--- config.mk ---
export PLATFORM = sky130hd
export DESIGN_NAME = clk_monitor_flat
export DESIGN_NICKNAME = d
export VERILOG_FILES = /design/src/rtl/clk_monitor_pkg.sv /design/src/rtl/clk_monitor_if.sv /design/src/rtl/clk_monitor_sync_edge.sv /design/src/rtl/clk_monitor.sv /design/src/flat_wrapper.sv
export SDC_FILE = /design/constraint.sdc
export NUM_CORES = 1
export LEC_CHECK = 0
export BUFFER_PORTS_ARGS = -buffer_cell sky130_fd_sc_hd__clkbuf_2
export CORE_ASPECT_RATIO = 0.5
export CORE_MARGIN = 10
export CORE_UTILIZATION = 50
export CTS_BUF_LIST = sky130_fd_sc_hd__clkbuf_16
export CTS_CLUSTER_SIZE = 10
export DETAILED_ROUTE_END_ITERATION = 8
export PLACE_DENSITY = 0.63
export RECOVER_POWER = 50
export SLEW_MARGIN = 20
export SYNTH_ARGS = -nofsm -noshare
export SYNTH_HDL_FRONTEND = slang
export SYNTH_SLANG_ARGS = --single-unit
--- constraint.sdc ---
create_clock -name clkin -period 3.5 [get_ports clkin]
set_input_delay 0.35 -clock clkin [delete_from_list [all_inputs] [get_ports clkin]]
set_output_delay 0.35 -clock clkin [all_outputs]
set_load 0.02 [all_outputs]
--- src/rtl/clk_monitor_pkg.sv ---
// Shared constants, FSM encoding and helpers for the clk_slow period monitor.
package clk_monitor_pkg;

  localparam int unsigned DEF_SYNC_STAGES = 2;
  localparam int unsigned DEF_CNT_W       = 16;
  localparam int unsigned DEF_TIMEOUT     = 1024;
  localparam int unsigned DEF_LOCK_COUNT  = 4;
  localparam int unsigned DEF_TOL         = 1;

  typedef logic [1:0] state_t;

  localparam logic [1:0] ST_IDLE    = 2'd0;
  localparam logic [1:0] ST_MEASURE = 2'd1;
  localparam logic [1:0] ST_LOCKED  = 2'd2;
  localparam logic [1:0] ST_LOST    = 2'd3;

  function automatic logic [31:0] abs_diff(input logic [31:0] a, input logic [31:0] b);
    return (a >= b) ? (a - b) : (b - a);
  endfunction

endpackage

--- src/rtl/clk_monitor_if.sv ---
// Slow-clock input and measurement/status outputs of the clock monitor.
interface clk_monitor_if
  import clk_monitor_pkg::*;
#(
  parameter int unsigned CNT_W = DEF_CNT_W
);

  logic             clk_slow;
  logic             rise_tick;
  logic             fall_tick;
  logic [CNT_W-1:0] period;
  logic             period_valid;
  logic             locked;
  logic             clk_lost;

  modport master (
    input  clk_slow,
    output rise_tick,
    output fall_tick,
    output period,
    output period_valid,
    output locked,
    output clk_lost
  );

  modport slave (
    output clk_slow,
    input  rise_tick,
    input  fall_tick,
    input  period,
    input  period_valid,
    input  locked,
    input  clk_lost
  );

endinterface

--- src/rtl/clk_monitor_sync_edge.sv ---
// Synchronizer chain plus edge-history flop; rise/fall are registered one-cycle pulses.
module sync_edge
  import clk_monitor_pkg::*;
#(
  parameter int unsigned SYNC_STAGES = DEF_SYNC_STAGES
) (
  input  logic clkin,
  input  logic rst_n,
  input  logic din,
  output logic rise,
  output logic fall
);

  logic [SYNC_STAGES-1:0] sync_q;
  logic [SYNC_STAGES-1:0] sync_d;
  logic                   hist_q;
  logic                   rise_q;
  logic                   rise_d;
  logic                   fall_q;
  logic                   fall_d;

  always_comb begin
    sync_d = {sync_q[SYNC_STAGES-2:0], din};
    rise_d = sync_q[SYNC_STAGES-1] & ~hist_q;
    fall_d = ~sync_q[SYNC_STAGES-1] & hist_q;
  end

  always_ff @(posedge clkin) begin
    if (!rst_n) begin
      sync_q <= '0;
      hist_q <= 1'b0;
      rise_q <= 1'b0;
      fall_q <= 1'b0;
    end else begin
      sync_q <= sync_d;
      hist_q <= sync_q[SYNC_STAGES-1];
      rise_q <= rise_d;
      fall_q <= fall_d;
    end
  end

  assign rise = rise_q;
  assign fall = fall_q;

endmodule

--- src/rtl/clk_monitor.sv ---
// Measures the clk_slow period in clkin cycles, tracks lock on a stable period
// and flags loss of clk_slow after TIMEOUT cycles without a rising edge.
module clk_monitor
  import clk_monitor_pkg::*;
#(
  parameter int unsigned SYNC_STAGES = DEF_SYNC_STAGES,
  parameter int unsigned CNT_W       = DEF_CNT_W,
  parameter int unsigned TIMEOUT     = DEF_TIMEOUT,
  parameter int unsigned LOCK_COUNT  = DEF_LOCK_COUNT,
  parameter int unsigned TOL         = DEF_TOL
) (
  input  logic              clkin,
  input  logic              rst_n,
  clk_monitor_if.master     mon
);

  localparam int unsigned   MW        = $clog2(LOCK_COUNT + 1);
  localparam logic [CNT_W-1:0] CNT_MAX   = '1;
  localparam logic [CNT_W-1:0] TIMEOUT_C = CNT_W'(TIMEOUT);
  localparam logic [MW-1:0]    LOCK_C    = MW'(LOCK_COUNT);

  logic             rise;
  logic             fall;

  state_t           state_q,  state_d;
  logic [CNT_W-1:0] cnt_q,    cnt_d;
  logic [CNT_W-1:0] period_q, period_d;
  logic [CNT_W-1:0] prev_q,   prev_d;
  logic [MW-1:0]    match_q,  match_d;
  logic             pv_q,     pv_d;
  logic             rise_tick_q;
  logic             fall_tick_q;

  logic             in_tol;
  logic             timeout;
  logic [MW-1:0]    match_inc;

  sync_edge #(
    .SYNC_STAGES (SYNC_STAGES)
  ) u_sync_edge (
    .clkin (clkin),
    .rst_n (rst_n),
    .din   (mon.clk_slow),
    .rise  (rise),
    .fall  (fall)
  );

  always_comb begin
    in_tol    = abs_diff(32'(cnt_q), 32'(prev_q)) <= TOL;
    timeout   = (cnt_q == TIMEOUT_C);
    match_inc = (match_q == LOCK_C) ? match_q : match_q + 1'b1;
  end

  // rise is evaluated ahead of timeout everywhere so a coincident edge keeps the clock alive
  always_comb begin
    state_d  = state_q;
    cnt_d    = cnt_q;
    period_d = period_q;
    prev_d   = prev_q;
    match_d  = match_q;
    pv_d     = 1'b0;

    if (rise) begin
      cnt_d = CNT_W'(1);
    end else if (state_q != ST_LOST && cnt_q != CNT_MAX) begin
      cnt_d = cnt_q + 1'b1;
    end

    case (state_q)
      ST_IDLE: begin
        if (rise) begin
          state_d = ST_MEASURE;
        end else if (timeout) begin
          state_d = ST_LOST;
          match_d = '0;
        end
      end
      ST_MEASURE: begin
        if (rise) begin
          pv_d     = 1'b1;
          period_d = cnt_q;
          prev_d   = cnt_q;
          match_d  = in_tol ? match_inc : '0;
        end else if (timeout) begin
          state_d = ST_LOST;
          match_d = '0;
        end else if (match_q == LOCK_C) begin
          state_d = ST_LOCKED;
        end
      end
      ST_LOCKED: begin
        if (rise) begin
          pv_d     = 1'b1;
          period_d = cnt_q;
          prev_d   = cnt_q;
          if (in_tol) begin
            match_d = match_inc;
          end else begin
            state_d = ST_MEASURE;
            match_d = '0;
          end
        end else if (timeout) begin
          state_d = ST_LOST;
          match_d = '0;
        end
      end
      default: begin
        // Recovery restarts measurement from scratch: first period compares against 0
        match_d = '0;
        if (rise) begin
          state_d = ST_MEASURE;
          prev_d  = '0;
        end
      end
    endcase
  end

  always_ff @(posedge clkin) begin
    if (!rst_n) begin
      state_q     <= ST_IDLE;
      cnt_q       <= '0;
      period_q    <= '0;
      prev_q      <= '0;
      match_q     <= '0;
      pv_q        <= 1'b0;
      rise_tick_q <= 1'b0;
      fall_tick_q <= 1'b0;
    end else begin
      state_q     <= state_d;
      cnt_q       <= cnt_d;
      period_q    <= period_d;
      prev_q      <= prev_d;
      match_q     <= match_d;
      pv_q        <= pv_d;
      rise_tick_q <= rise;
      fall_tick_q <= fall;
    end
  end

  assign mon.rise_tick    = rise_tick_q;
  assign mon.fall_tick    = fall_tick_q;
  assign mon.period       = period_q;
  assign mon.period_valid = pv_q;
  assign mon.locked       = (state_q == ST_LOCKED);
  assign mon.clk_lost     = (state_q == ST_LOST);

endmodule

--- src/flat_wrapper.sv ---
// flat-port wrapper written by rule: the top's interface ports become plain ports
module clk_monitor_flat import clk_monitor_pkg::*;
#(
  parameter int unsigned SYNC_STAGES = DEF_SYNC_STAGES,
  parameter int unsigned CNT_W       = DEF_CNT_W,
  parameter int unsigned TIMEOUT     = DEF_TIMEOUT,
  parameter int unsigned LOCK_COUNT  = DEF_LOCK_COUNT,
  parameter int unsigned TOL         = DEF_TOL
)
  (clkin, rst_n, mon_clk_slow, mon_rise_tick, mon_fall_tick, mon_period, mon_period_valid, mon_locked, mon_clk_lost);
  clk_monitor_if #(.CNT_W(CNT_W)) mon_i ();
  input  logic clkin;
  input  logic rst_n;
  input wire logic [$bits(mon_i.clk_slow)-1:0] mon_clk_slow;
  output wire logic [$bits(mon_i.rise_tick)-1:0] mon_rise_tick;
  output wire logic [$bits(mon_i.fall_tick)-1:0] mon_fall_tick;
  output wire logic [$bits(mon_i.period)-1:0] mon_period;
  output wire logic [$bits(mon_i.period_valid)-1:0] mon_period_valid;
  output wire logic [$bits(mon_i.locked)-1:0] mon_locked;
  output wire logic [$bits(mon_i.clk_lost)-1:0] mon_clk_lost;
  assign mon_i.clk_slow = mon_clk_slow;
  assign mon_rise_tick = mon_i.rise_tick;
  assign mon_fall_tick = mon_i.fall_tick;
  assign mon_period = mon_i.period;
  assign mon_period_valid = mon_i.period_valid;
  assign mon_locked = mon_i.locked;
  assign mon_clk_lost = mon_i.clk_lost;
  clk_monitor #(.SYNC_STAGES(SYNC_STAGES), .CNT_W(CNT_W), .TIMEOUT(TIMEOUT), .LOCK_COUNT(LOCK_COUNT), .TOL(TOL)) u_core (.clkin(clkin), .rst_n(rst_n), .mon(mon_i));
endmodule
# == After elaboration in Yosys (flattened, before gate mapping) ==
# Index checks and enable logic that the tools add are counted.
# word_totals
register_bits,61
# op_classes
n_addsub,4
n_lt_le_gt_ge,2
n_eq_ne,12
muxes,22
n_bitwise,6
reduce_logical,11
# op_table
operator,count
16-bit by 16-bit subtractor with 17-bit output,2
"32-bit by 1-bit <= comparator with 1-bit output, second input constant",1
16-bit 2-to-1 mux,2
32-bit 2-to-1 mux,1
16-bit case mux with 2 select lines,1
"16-bit by 1-bit adder with 16-bit output, second input constant",1
"16-bit by 11-bit == test with 1-bit output, second input constant",1
16-bit >= comparator,1
2-bit 2-to-1 mux,8
"16-bit inequality test, second input constant",1
3-bit 2-to-1 mux,5
2-bit AND reduction,4
"2-bit inequality test, second input constant",3
2-bit case mux with 3 select lines,1
3-bit case mux with 2 select lines,1
"2-bit == test, second input constant",2
"4-bit inequality test, second input constant",1
1-bit NOT,4
4-bit AND reduction,1
4-bit nonzero test,1
2-bit OR reduction,2
"3-bit by 1-bit adder with 3-bit output, second input constant",1
"3-bit == test, second input constant",1
1-bit 2-to-1 mux,3
7 further kinds,8

# == Logic depth before layout (Yosys ltp) ==
# logic_depth
depth_word,6
mapped_depth,14

# == Cells and area by module ==
# A second synthesis with hierarchy kept.
# unflattened
cells_unflattened,567
hier_area_um2,4458.0
# by_module_without_submodules
mod,instances,cells_per_inst,area_each_um2,seq_area_each_um2
clk_monitor,1,557,4317.9,1121.1
sync_edge,1,10,140.1,100.1

# == Least setup slack after synthesis ==
# Ideal clock, no wire load.
# synth_timing
kind,register to register
startpoint,register u_core.cnt_q[0]
endpoint,register u_core.state_q[1]
arrival_time_ps,2858
required_ps,3428
slack_ps,570
stages_incl_launch_ff,14
n_path_buf,0
cell_sequence,dfxtp_1 ha_1 inv_1 fa_1 a21o_1 a221oi_1 o221ai_1 xor2_1 nor2_1 o211ai_1 a22o_1 nor2_2 a31o_1 mux2i_1
# synth_via
elab_chain_len,5
elab_cells_between_ends,15
classes_between,2 x add/sub; 2 x order compare; 3 x eq/ne; 7 x mux; 1 x reduce/logical
# synth_rtl
item,line_no,text
from (decl),clk_monitor.sv:26,"logic [CNT_W-1:0] cnt_q, cnt_d;"
from (signal assigned),clk_monitor.sv:130,cnt_q <= cnt_d;
16-bit by 16-bit subtractor with 17-bit output / 16-bit >= comparator (equally long branches),clk_monitor_pkg.sv:18,return (a >= b) ? (a - b) : (b - a);
32-bit 2-to-1 mux,clk_monitor_pkg.sv:18,
32-bit by 1-bit <= comparator with 1-bit output,clk_monitor.sv:49,"in_tol = abs_diff(32'(cnt_q), 32'(prev_q)) <= TOL;"
3-bit inequality test (no line),--,
4-bit AND reduction (no line),--,
to (signal assigned),clk_monitor.sv:129,state_q <= state_d;
to (decl),clk_monitor.sv:25,"state_t state_q, state_d;"
# Parallel ways exist; a longest one is shown, timed or not. The select of a mux whose other input is x is not followed.
# A chain may end at the register's enable or synchronous reset.

# == Worst setup path in the final report ==
# layout_timing
startpoint,register u_core.cnt_q[1]
endpoint,register u_core.state_q[1]
# The elaborated chain is that of the path after synthesis.

==> results.yml <==
worst_hold_path:
  min-delay-start: "mon_clk_slow"
  hold_path_depth: 2
  hold_path.class: "input port to register"
  min_delay_worst_endpoint: "u_core.u_sync_edge.sync_q[0]$_SDFF_PN0_"
yosys:
  synth_common_cells: "nand2_1 (62), dfxtp_1 (61), inv_1 (44)"
  yosys.area.top_type: "dfxtp_1"
  async_reset_ff_share_pct: 0
  synth-seq-cells: 61
  synthTopCellsByArea: "dfxtp_1 (28%), ha_1 (12%), nand2_1 (5.4%), xnor2_1 (4.9%), a21oi_1 (3.8%)"
  synth_edf_count: 0
  yosysMostFrequentCell: "nand2_1"
  ys_seq_area_share_pct: 28.3
  yosysUniqueCellTypes: 61
  synthCells: 539
  syn_area_um2: 4310
  synth_top_cell_area_share_pct: 28.3
  synth_nets: 585
  yosysWarnings: 0
  syn_avg_cell_area_um2: 7.99
  synth_ff_type: "dfxtp_1"
cells_and_area:
  diodes: 0
  synthToLayoutAreaGrowth_pct: 14.4
  drive_above_1_share_pct: 10.6
  nets: 616
  fin_cells: 687
clock_tree:
  path_clk_slew_ns: 0.05
  cts_num_sinks: 61
  cts_made_buffers: 9
  cts_tree: "done"
  insertion_delay_ns: 0.33
  htree_levels: 3
  cts_root_buf: "clkbuf_16"
  clockBufferDepth: 2
timing:
  worstMarginPinSlew_ns: 1.76
  max_freq_mhz: 305
  finalCritPeriodShare_pct: 93.8
  finalHoldViolations: 0
  fin_crit_ns: 3.28
  slew_headroom_pct: -17.4
  grt_setup_unrepaired: "no"
  setup_viol: 0
  finalMaxSlewViolations: 49
  finalClockSkew_ns: 0.00362
worst_setup_path:
  crit_start: "u_core.cnt_q[1]$_SDFFE_PP0P_"
  r2r_cells: 13
  cp.arrival_ns: 3.54
  critical_path_required_ns: 3.76
  crit_slowest_cell: "dfxtp_1"
  r2r_start: "u_core.cnt_q[1]$_SDFFE_PP0P_"
  critPathKind: "register to register"
  critPathMaxFanout: 5
  rr_endpoint: "u_core.state_q[1]$_SDFFE_PN0P_"
  end_kind: "register"
  rrSetupSlack_ns: 0.22
  cp_cell_sequence: "inv_1 > fa_1 > a21o_1 > a21oi_1 > xnor2_1 > nor4_1 > nand4_1 > o31ai_1 > nand4_1 > buf_4 > nor2_4 > a31o_1 > mux2i_1"
  start_kind: "register"
  cpMostUsedCell: "nand4_1"
  slowest_delay_ns: 0.45
global_route:
  grt_max_degree: 49
  overflow: 0
  gr-usage-all-layers_pct: 17.1
  grt_pass1_wl_mm: 18.0
  grt_pass1_vias: 3434
  grt_antenna_before_repair: 0
power_and_ir_drop:
  peakVddDrop_uv: 429
  power_density_nw_per_um2: 474
  power.leakage_uw: 0.00195
  power_uw: 2330
place:
  portBuffers: 23
  gp_congestion: 0.875
  dp_hpwl_mm: 8.38
  dp.cells: 670
floorplan:
  dieArea_um2: 13000
  coreArea_um2: 8200
  die_x_um: 151
  start_util_pct: 52.5
  die_h_um: 85.6
  io-pin-count: 24
  rows: 23
route:
  routed-via-count: 3794
  first_pass_iters: 5
  drc: 0
  wl_per_cell_um: 15.9
  antenna_left: 0
  drtIter0Drc: 343
  routed_via_density: 5.52
  wl_mm: 10.9
outcome:
  outcome: "finished, violations left"
  violations: "max-capacitance violations, max-slew violations"
run:
  cap_violations: 1
-- report_power, final --
group / switching (µW) / internal [µW] / total, µW
Clock: 307 / 544 / 851
Combinational: 413 / 322 / 735
Sequential: 31.0 / 717 / 748
Total: 751 / 1580 / 2330
-- sequential cells by signal (all words and copies together), names as in the netlist --
signal	cells
u_core.cnt_q	16
u_core.mon.period	16
u_core.prev_q	16
u_core.match_q	3
u_core.state_q	2
u_core.u_sync_edge.sync_q	2
u_core.mon.fall_tick	1
u_core.mon.period_valid	1
u_core.mon.rise_tick	1
u_core.u_sync_edge.fall	1
u_core.u_sync_edge.hist_q	1
u_core.u_sync_edge.rise	1
-- worst max-delay path, delay by kind of cell, from the launching register on --
kind,cells,cell delay (ns)
flip-flops,1,0.45
multiplexers,1,0.17
buffers and inverters,2,0.35
adder cells (fa/ha/maj),1,0.45
XOR/XNOR,1,0.10
AND/OR/NAND/NOR,4,0.79
AO/OA/AOI/OAI,4,0.89
-- metal layers --
metal,global-route usage [%],part of all wire [%],up-vias
met5,0,0,-
met4,5.13,1.4,0
met2,21.9,37,128
met1,26.6,56,1730
met3,3.98,5.8,16
li1,-,-,1920
-- how the worst max path moves through the flow --
stage	to	slack (ns)	cells after the start
after floorplan	u_core.state_q[1]$_SDFFE_PN0P_	0.57	13
after global placement	u_core.state_q[1]$_SDFFE_PN0P_	-0.04	14
after detailed placement	u_core.state_q[1]$_SDFFE_PN0P_	-0.01	14
after CTS	u_core.state_q[1]$_SDFFE_PN0P_	0.06	14
after global routing	u_core.state_q[1]$_SDFFE_PN0P_	0.003	13
final	u_core.state_q[1]$_SDFFE_PN0P_	0.22	13
-- timing repair --
action / CTS / global route
setup buffers: 0 / 1
hold buffers: 0 / 0
pin swaps: 0 / 1
resized for setup: 1 / 8
setup endpoints to repair: 1 / 5
-- cell type report --
type                    count  area, µm²
clock buffers               9        225
flip-flops and latches     61       1220
well taps                 112        140
repair buffers             51        298
fillers                   761       3270
multi-input cells         403       2810
inverters                  44        165
clock inverters             7       66.3
-- cells in the final DEF, fill, tap and decap left out, types with 12 or more instances in the layout --
cell,count
a21oi_1,33
nor2_1,31
buf_4,28
a21o_1,12
dfxtp_1,61
ha_1,40
a21boi_0,18
inv_1,44
o21ai_0,22
clkbuf_1,22
a22oi_1,17
nand2_1,62
xnor2_1,24
nor2b_1,21
-- per-stage QoR --
stage	setup TNS, ns	area, µm²	util (%)	hold WS (ns)	worst slack, ns
floorplan	0	4310	-	0.384	0.570
global placement	-0.0393	4610	56.2	0.407	-0.0393
detailed placement	-0.0147	4610	56.2	0.394	-0.0147
CTS	0	4910	59.9	0.223	0.0645
global route	0	4930	60.1	0.227	0.00309
finish	0	4930	60.1	0.232	0.219
-- cells by family (layout without fill, tap and decap cells) --
| kind of cell | after synthesis | in the layout | synth area share, % |
|---|---|---|---|
| simple gates | 179 | 179 | 20.7 |
| mux | 6 | 6 | 1.39 |
| buf+inv | 75 | 111 | 7.43 |
| xor+xnor | 34 | 34 | 6.91 |
| compound gates | 141 | 141 | 22.4 |
| flops | 61 | 61 | 28.3 |
| fa+ha+maj | 43 | 43 | 12.8 |
(Power assumes the default switching activity.)
